===== config.mk =====
export PLATFORM = sky130hd
export DESIGN_NAME = acia_tx_flat
export DESIGN_NICKNAME = d
export VERILOG_FILES = /design/src/rtl/acia_tx_if.sv /design/src/rtl/acia_tx.sv /design/src/flat_wrapper.sv
export SDC_FILE = /design/constraint.sdc
export NUM_CORES = 1
export LEC_CHECK = 0
export BUFFER_PORTS_ARGS = -buffer_cell sky130_fd_sc_hd__buf_2
export CAP_MARGIN = 15
export CELL_PAD_IN_SITES_DETAIL_PLACEMENT = 0
export CELL_PAD_IN_SITES_GLOBAL_PLACEMENT = 1
export CORE_ASPECT_RATIO = 1.75
export CORE_MARGIN = 2
export CORE_UTILIZATION = 39
export CTS_BUF_LIST = sky130_fd_sc_hd__clkbuf_16
export CTS_CLUSTER_SIZE = 16
export DETAILED_ROUTE_END_ITERATION = 8
export GPL_TIMING_DRIVEN = 1
export PLACE_DENSITY = 0.8
export SETUP_SLACK_MARGIN = 0.1
export SYNTH_ARGS = -nofsm -noshare
export SYNTH_HDL_FRONTEND = slang
export SYNTH_SLANG_ARGS = --single-unit

===== constraint.sdc =====
create_clock -name XTLI -period 2 [get_ports XTLI]
set_input_delay 0.3 -clock XTLI [delete_from_list [all_inputs] [get_ports XTLI]]
set_output_delay 0.3 -clock XTLI [all_outputs]
set_load 0.02 [all_outputs]

===== src/rtl/acia_tx_if.sv =====
// Transmit-side signal bundle for the ACIA: framing controls and data in, serial line and status out.
// The master modport is the register/timing side; the slave modport is the transmitter.
interface acia_tx_if;
    logic       TICK16;
    logic       TDR_WR;
    logic [7:0] TDR_IN;
    logic [1:0] R_WL;
    logic       R_SBN;
    logic       R_PME;
    logic [1:0] R_PMC;
    logic       CTSB;
    logic       TXD;
    logic       TDRE;
    logic       TX_BUSY;

    modport master (
        output TICK16, TDR_WR, TDR_IN, R_WL, R_SBN, R_PME, R_PMC, CTSB,
        input  TXD, TDRE, TX_BUSY
    );

    modport slave (
        input  TICK16, TDR_WR, TDR_IN, R_WL, R_SBN, R_PME, R_PMC, CTSB,
        output TXD, TDRE, TX_BUSY
    );
endinterface


===== src/rtl/acia_tx.sv =====
// 6551-style transmitter: TDR plus shift register, 5-8 data bits, optional parity, 1/1.5/2 stop bits.
// TXD/TDRE/TX_BUSY are registered; frames start on a TICK16 with data pending and CTSB low, bits last 16 ticks.
module acia_tx (
    input  logic     XTLI,
    input  logic     RESET,
    acia_tx_if.slave bus
);
    typedef enum logic [2:0] {
        S_IDLE,
        S_START,
        S_DATA,
        S_PARITY,
        S_STOP
    } state_t;

    state_t     state_q, state_d;
    logic [4:0] tick_cnt_q, tick_cnt_d;
    logic [2:0] bit_idx_q, bit_idx_d;
    logic [7:0] tdr_q, tdr_d;
    logic [7:0] shift_q, shift_d;
    logic       tdre_q, tdre_d;
    logic       txd_q, txd_d;
    logic       busy_q, busy_d;
    logic [1:0] wl_q, wl_d;
    logic       sbn_q, sbn_d;
    logic       pme_q, pme_d;
    logic       par_q, par_d;

    logic [7:0] ld_mask;
    logic       ld_par;
    logic [2:0] last_idx;
    logic [4:0] stop_last;
    logic       can_load;
    logic       load;

    // Parity is resolved once at load time from the live framing inputs, so it is latched with the frame.
    always_comb begin
        case (bus.R_WL)
            2'b00:   ld_mask = 8'hFF;
            2'b01:   ld_mask = 8'h7F;
            2'b10:   ld_mask = 8'h3F;
            default: ld_mask = 8'h1F;
        endcase
        case (bus.R_PMC)
            2'b00:   ld_par = ~^(tdr_q & ld_mask);
            2'b01:   ld_par = ^(tdr_q & ld_mask);
            2'b10:   ld_par = 1'b1;
            default: ld_par = 1'b0;
        endcase
    end

    assign last_idx = 3'd7 - {1'b0, wl_q};
    assign can_load = !tdre_q && !bus.CTSB;

    always_comb begin
        if (!sbn_q)                      stop_last = 5'd15;
        else if (wl_q == 2'b11 && !pme_q) stop_last = 5'd23;
        else if (wl_q == 2'b00 && pme_q)  stop_last = 5'd15;
        else                              stop_last = 5'd31;
    end

    always_comb begin
        state_d    = state_q;
        tick_cnt_d = tick_cnt_q;
        bit_idx_d  = bit_idx_q;
        tdr_d      = tdr_q;
        shift_d    = shift_q;
        tdre_d     = tdre_q;
        txd_d      = txd_q;
        wl_d       = wl_q;
        sbn_d      = sbn_q;
        pme_d      = pme_q;
        par_d      = par_q;
        load       = 1'b0;

        if (bus.TICK16) begin
            case (state_q)
                S_IDLE: begin
                    txd_d = 1'b1;
                    load  = can_load;
                end
                S_START: begin
                    if (tick_cnt_q == 5'd15) begin
                        state_d    = S_DATA;
                        tick_cnt_d = 5'd0;
                        bit_idx_d  = 3'd0;
                        txd_d      = shift_q[0];
                    end else begin
                        tick_cnt_d = tick_cnt_q + 5'd1;
                    end
                end
                S_DATA: begin
                    if (tick_cnt_q == 5'd15) begin
                        tick_cnt_d = 5'd0;
                        shift_d    = {1'b0, shift_q[7:1]};
                        bit_idx_d  = bit_idx_q + 3'd1;
                        if (bit_idx_q == last_idx) begin
                            state_d = pme_q ? S_PARITY : S_STOP;
                            txd_d   = pme_q ? par_q : 1'b1;
                        end else begin
                            // Next bit is shift_q[1] because the shift happens on this same edge.
                            txd_d = shift_q[1];
                        end
                    end else begin
                        tick_cnt_d = tick_cnt_q + 5'd1;
                    end
                end
                S_PARITY: begin
                    if (tick_cnt_q == 5'd15) begin
                        state_d    = S_STOP;
                        tick_cnt_d = 5'd0;
                        txd_d      = 1'b1;
                    end else begin
                        tick_cnt_d = tick_cnt_q + 5'd1;
                    end
                end
                S_STOP: begin
                    if (tick_cnt_q == stop_last) begin
                        if (can_load) begin
                            load = 1'b1;
                        end else begin
                            state_d    = S_IDLE;
                            tick_cnt_d = 5'd0;
                            txd_d      = 1'b1;
                        end
                    end else begin
                        tick_cnt_d = tick_cnt_q + 5'd1;
                    end
                end
                default: begin
                    state_d = S_IDLE;
                    txd_d   = 1'b1;
                end
            endcase
        end

        if (load) begin
            state_d    = S_START;
            shift_d    = tdr_q;
            tdre_d     = 1'b1;
            tick_cnt_d = 5'd0;
            txd_d      = 1'b0;
            wl_d       = bus.R_WL;
            sbn_d      = bus.R_SBN;
            pme_d      = bus.R_PME;
            par_d      = ld_par;
        end

        // A write on the load edge still wins the empty flag; the shifter already took the old value.
        if (bus.TDR_WR) begin
            tdr_d  = bus.TDR_IN;
            tdre_d = 1'b0;
        end

        busy_d = (state_d != S_IDLE);
    end

    always_ff @(posedge XTLI) begin
        if (!RESET) begin
            state_q    <= S_IDLE;
            tick_cnt_q <= 5'd0;
            bit_idx_q  <= 3'd0;
            tdr_q      <= 8'd0;
            shift_q    <= 8'd0;
            tdre_q     <= 1'b1;
            txd_q      <= 1'b1;
            busy_q     <= 1'b0;
            wl_q       <= 2'b00;
            sbn_q      <= 1'b0;
            pme_q      <= 1'b0;
            par_q      <= 1'b0;
        end else begin
            state_q    <= state_d;
            tick_cnt_q <= tick_cnt_d;
            bit_idx_q  <= bit_idx_d;
            tdr_q      <= tdr_d;
            shift_q    <= shift_d;
            tdre_q     <= tdre_d;
            txd_q      <= txd_d;
            busy_q     <= busy_d;
            wl_q       <= wl_d;
            sbn_q      <= sbn_d;
            pme_q      <= pme_d;
            par_q      <= par_d;
        end
    end

    assign bus.TXD     = txd_q;
    assign bus.TDRE    = tdre_q;
    assign bus.TX_BUSY = busy_q;
endmodule


===== src/flat_wrapper.sv =====
// flat-port wrapper written by rule: the top's interface ports become plain ports
module acia_tx_flat 
  (XTLI, RESET, bus_TICK16, bus_TDR_WR, bus_TDR_IN, bus_R_WL, bus_R_SBN, bus_R_PME, bus_R_PMC, bus_CTSB, bus_TXD, bus_TDRE, bus_TX_BUSY);
  acia_tx_if bus_i ();
  input  logic XTLI;
  input  logic RESET;
  input wire logic [$bits(bus_i.TICK16)-1:0] bus_TICK16;
  input wire logic [$bits(bus_i.TDR_WR)-1:0] bus_TDR_WR;
  input wire logic [$bits(bus_i.TDR_IN)-1:0] bus_TDR_IN;
  input wire logic [$bits(bus_i.R_WL)-1:0] bus_R_WL;
  input wire logic [$bits(bus_i.R_SBN)-1:0] bus_R_SBN;
  input wire logic [$bits(bus_i.R_PME)-1:0] bus_R_PME;
  input wire logic [$bits(bus_i.R_PMC)-1:0] bus_R_PMC;
  input wire logic [$bits(bus_i.CTSB)-1:0] bus_CTSB;
  output wire logic [$bits(bus_i.TXD)-1:0] bus_TXD;
  output wire logic [$bits(bus_i.TDRE)-1:0] bus_TDRE;
  output wire logic [$bits(bus_i.TX_BUSY)-1:0] bus_TX_BUSY;
  assign bus_i.TICK16 = bus_TICK16;
  assign bus_i.TDR_WR = bus_TDR_WR;
  assign bus_i.TDR_IN = bus_TDR_IN;
  assign bus_i.R_WL = bus_R_WL;
  assign bus_i.R_SBN = bus_R_SBN;
  assign bus_i.R_PME = bus_R_PME;
  assign bus_i.R_PMC = bus_R_PMC;
  assign bus_i.CTSB = bus_CTSB;
  assign bus_TXD = bus_i.TXD;
  assign bus_TDRE = bus_i.TDRE;
  assign bus_TX_BUSY = bus_i.TX_BUSY;
  acia_tx u_core (.XTLI(XTLI), .RESET(RESET), .bus(bus_i));
endmodule

==> Flow_metrics.wiki <==
{| class="wikitable"
! Metric !! Value
|-
| Status || finished with violations
|-
| Failing checks || setup timing
|-
| Predominant post-synthesis flop cell || sky130_fd_sc_hd__dfxtp_1
|-
| Total of warnings raised by yosys || 0
|-
| Min-Delay Path Class || input port to flop
|-
| Worst endpoint required time || 2.16 ns
|-
| Clk pin slew, worst setup/hold paths || 0.05 ns
|-
| Leakage power || 1.09 nW
|-
| Synthesized-area fraction occupied by and/or/nand/nor cells || 18.9%
|-
| Worst slew margin relative to its limit || 73.7%
|-
| Starting utilization of the core area || 40.4%
|-
| Final instance area || 2650 um^2
|-
| Post-cts hold buffer count || 0
|-
| Internal power || 1.33 mW
|-
| Share of total power in the clock network || 41.2%
|-
| Crit path capture type || flop
|-
| Remaining Overflow, GRT || 0
|-
| Setup repair after global routing missed its margin || yes
|-
| Cell row count || 33
|-
| Number of endpoints failing setup at the final stage || 1
|-
| Switching Share || 24.8%
|-
| Most used cell, CP || sky130_fd_sc_hd__xnor3_1
|-
| Post-synthesis net count || 237
|-
| Top cells by instance count after synthesis || 35 x sky130_fd_sc_hd__dfxtp_1, 22 x sky130_fd_sc_hd__nor2_1, 15 x sky130_fd_sc_hd__a21oi_1
|-
| Buffers on Ports || 21
|-
| Overall track demand over capacity in global routing || 19.4%
|-
| Ratio of cells with drive above 1 in the final layout || 42.8%
|-
| Average wire per cell in the routed design || 15.8 um
|-
| Clock Root Buffer || sky130_fd_sc_hd__clkbuf_16
|-
| Post-detailed-placement half-perimeter wirelength || 3600 um
|-
| Sequential Area || 719 um^2
|-
| Die outline height || 96.4 um
|-
| Fill cells || 437
|-
| Post-Synth Adder-Cell Area || 2.63%
|-
| Wire length after detailed routing || 5070 um
|-
| Startpoint of the worst register-to-register path || u_core.tdr_q[2]$_SDFFE_PN0P_
|-
| Worst EP arrival || 2.18 ns
|-
| Clock tree skew after final layout || 0.00441 ns
|-
| Post-synth ARST share || 0%
|-
| Drt initial violations || 83
|-
| Global-route wire length before repair || 8070 um
|-
| Worst IR Drop VDD || 0.784 mV
|-
| Number of enable-type register cells in the synthesized netlist || 0
|-
| Most common cell in the synthesized netlist || sky130_fd_sc_hd__dfxtp_1
|-
| Number of ports placed on the die boundary || 22
|-
| Synth area leaders || sky130_fd_sc_hd__dfxtp_1 37%, sky130_fd_sc_hd__mux2i_1 5.8%, sky130_fd_sc_hd__nor2_1 4.3%, sky130_fd_sc_hd__o221a_2 4.1%, sky130_fd_sc_hd__a21oi_1 3.9%
|-
| Synth Area in XOR/XNOR || 4.67%
|-
| Cell area after placement || 2250 um^2
|-
| Clock latency on the worst-skew pair || 0.28 ns
|-
| Synthesized-area fraction occupied by ao, oa, aoi and oai cells || 26.9%
|-
| Crit-path max cell delay || 0.51 ns
|-
| Worst setup path startpoint || u_core.tdr_q[2]$_SDFFE_PN0P_
|-
| Area Growth Syn to Fin || 39.4%
|-
| Mean instance size in the synthesized netlist || 8.88 um^2
|-
| Max-slew violation count || 0
|-
| Standard cell with the maximum stage delay on the critical path || sky130_fd_sc_hd__or4_4
|-
| Library cell occupying the most area in the post-synthesis netlist || sky130_fd_sc_hd__dfxtp_1
|-
| Total clock buffers created by CTS || 5
|-
| Number of antenna violations at the first check in global routing || 0
|-
| Total die area || 5470 um^2
|-
| Worst-Margin Slew || 0.387 ns
|-
| Fin nets || 291
|-
| CORE AREA || 4710 um^2
|-
| Fraction of the cycle the final worst path needs || 101%
|-
| Post-DR vias/cell || 5.75
|-
| Largest net degree at the start of global routing || 16
|-
| Hold Violations, Final || 0
|-
| Count of placed standard cells including taps || 301
|-
| Share of synthesized area spent on multiplexers || 5.79%
|-
| Total iterations of the first detailed-routing run || 4
|-
| CP cell instances || xnor3_1 -> xnor3_1 -> or4_4 -> and2_4 -> a221o_1
|-
| Count of antenna-violating nets left after detailed routing || 0
|-
| Critical path class || flop to flop
|-
| Routability-driven placement congestion ratio || 0.814
|-
| Vias in the first global route || 1723
|-
| Seq pwr share || 42.6%
|-
| Reg-to-reg critical path endpoint || u_core.par_q$_SDFFE_PN0N_
|-
| Kind of cell with the highest combined delay on the critical path || simple AND/OR/NAND/NOR gates
|-
| Hold slack || 0.260 ns
|-
| Combinational share of power || 16.2%
|-
| Worst setup slack for register-to-register paths || -0.02 ns
|-
| Worst hold path startpoint || bus_TDR_IN[2]
|-
| Post-synthesis sequential element count || 35
|-
| Cell depth of the worst hold path || 3
|-
| Min-Delay Endpoint || u_core.tdr_q[2]$_SDFFE_PN0P_
|-
| Count of placed standard cells in the final layout, fillers left out || 321
|-
| TritonCTS clock tree || done
|-
| Max H-tree Level || 2
|-
| Maximum Capacitance Violations || 0
|-
| Highest attainable clock frequency || 496 MHz
|-
| Total Neg Setup Slack || -0.0178 ns
|-
| DRC || 0
|-
| Final min period || 2.02 ns
|-
| Register-to-Register Path Depth || 5
|-
| Combinational family with the most area after synthesis || compound AO/OA/AOI/OAI gates
|-
| Post-route setup slack || -0.0178 ns
|-
| Fraction of synthesized cell area taken by the top area cell type || 36.9%
|-
| Number of buffers on the longest clock path || 2
|-
| CP Buf/Inv Count || 0
|-
| Area of the multi-input gates || 1280 um^2
|-
| Critical Path Source Type || flop
|-
| Total power after layout || 1.77 mW
|-
| Count of different cell masters after synthesis || 53
|-
| Total power density per cell area || 666 nW/um^2
|-
| Psw || 0.439 mW
|-
| Synth Instances || 214
|-
| Die outline width || 56.8 um
|-
| Sequential element share of the synthesized area || 36.9%
|-
| TritonCTS Sinks || 35
|-
| Number of antenna cells inserted || 0
|-
| Vias after detailed routing || 1846
|-
| Largest fanout on the critical path || 2
|-
| Post-synthesis cell area || 1900 um^2
|}
[cell families after synthesis]
group                    count (synthesis)
multiplexers                            11
AND/OR/NAND/NOR                         68
flip-flops                              35
XOR/XNOR                                 7
buffers and inverters                   20
AO/OA/AOI/OAI                           69
adder cells (fa/ha/maj)                  4
[cell type report]
class | instances | share of cell area (%)
flip-flops and latches | 35 | 27.1
clock buffers | 5 | 4.72
clock inverters | 3 | 0.425
multi-input cells | 159 | 48.3
inverters | 6 | 0.850
well taps | 52 | 2.46
repair buffers | 61 | 16.1
[worst max-delay path by stage]
stage / cells past startpoint / endpoint
final: 5 / u_core.par_q$_SDFFE_PN0N_
after detailed placement: 6 / u_core.par_q$_SDFFE_PN0N_
after global placement: 6 / u_core.par_q$_SDFFE_PN0N_
after floorplan: 9 / u_core.bus.TX_BUSY$_SDFF_PN0_
after CTS: 5 / u_core.par_q$_SDFFE_PN0N_
after global routing: 5 / u_core.par_q$_SDFFE_PN0N_
[state kept, by name, summed over array words and instances, names as in the netlist, 2 cells and up]
name	count
u_core.shift_q	8
u_core.wl_q	2
u_core.tdr_q	8
u_core.bit_idx_q	3
u_core.tick_cnt_q	5
u_core.state_q	3
[per-layer routing]
metal,up-vias,track usage [%],share of wire (%)
met5,-,0,0
met4,0,9.11,2.0
met3,6,3.90,3.0
met2,31,35.8,57
met1,899,20.8,38
li1,910,-,-
[timing repair]
item / 4_1_cts / 5_1_grt
cloned: 1 / 0
gates resized for setup: 17 / 30
pin swaps: 6 / 30
setup buffers: 4 / 8
endpoints found under the setup margin: 15 / 19
[worst reg2reg max path, stage by stage, from the launching register on]
cell,delay (ns)
sky130_fd_sc_hd__dfxtp_2,0.33
sky130_fd_sc_hd__xnor3_1,0.41
sky130_fd_sc_hd__xnor3_1,0.21
sky130_fd_sc_hd__or4_4,0.51
sky130_fd_sc_hd__and2_4,0.15
sky130_fd_sc_hd__a221o_1,0.30
[per-stage QoR]
step,setup slack [ns],utilization (%)
2_1_floorplan,-0.0158,-
6_report,-0.0178,56.3
5_1_grt,-0.0692,56.3
3_5_place_dp,-0.110,47.8
4_1_cts,-0.0702,52.9
3_3_place_gp,-0.0656,47.8
[placed cells by master, fill, tap and decap left out, types with 4 or more instances in the layout]
| cell | n |
|---|---|
| sky130_fd_sc_hd__buf_6 | 6 |
| sky130_fd_sc_hd__nor2_1 | 22 |
| sky130_fd_sc_hd__buf_2 | 21 |
| sky130_fd_sc_hd__inv_1 | 6 |
| sky130_fd_sc_hd__dfxtp_2 | 9 |
| sky130_fd_sc_hd__o221a_2 | 7 |
| sky130_fd_sc_hd__nand3_1 | 9 |
| sky130_fd_sc_hd__o21ai_0 | 10 |
| sky130_fd_sc_hd__o21a_1 | 7 |
| sky130_fd_sc_hd__a21oi_1 | 13 |
| sky130_fd_sc_hd__xor2_1 | 4 |
| sky130_fd_sc_hd__buf_4 | 34 |
| sky130_fd_sc_hd__mux2i_1 | 10 |
| sky130_fd_sc_hd__dfxtp_1 | 24 |
| sky130_fd_sc_hd__nand2_1 | 9 |
| sky130_fd_sc_hd__clkbuf_16 | 5 |
[power by group through the flow]
| stage | clock network [mW] | registers [mW] | logic [mW] |
|---|---|---|---|
| after floorplan | 0 | 0.768 | 0.145 |
| after global placement | 0 | 0.767 | 0.233 |
| after detailed placement | 0 | 0.768 | 0.235 |
| after CTS | 0.738 | 0.754 | 0.249 |
| after global routing | 0.765 | 0.757 | 0.309 |
| final | 0.727 | 0.753 | 0.286 |
No activity file was read; power rests on OpenSTA's default activity.
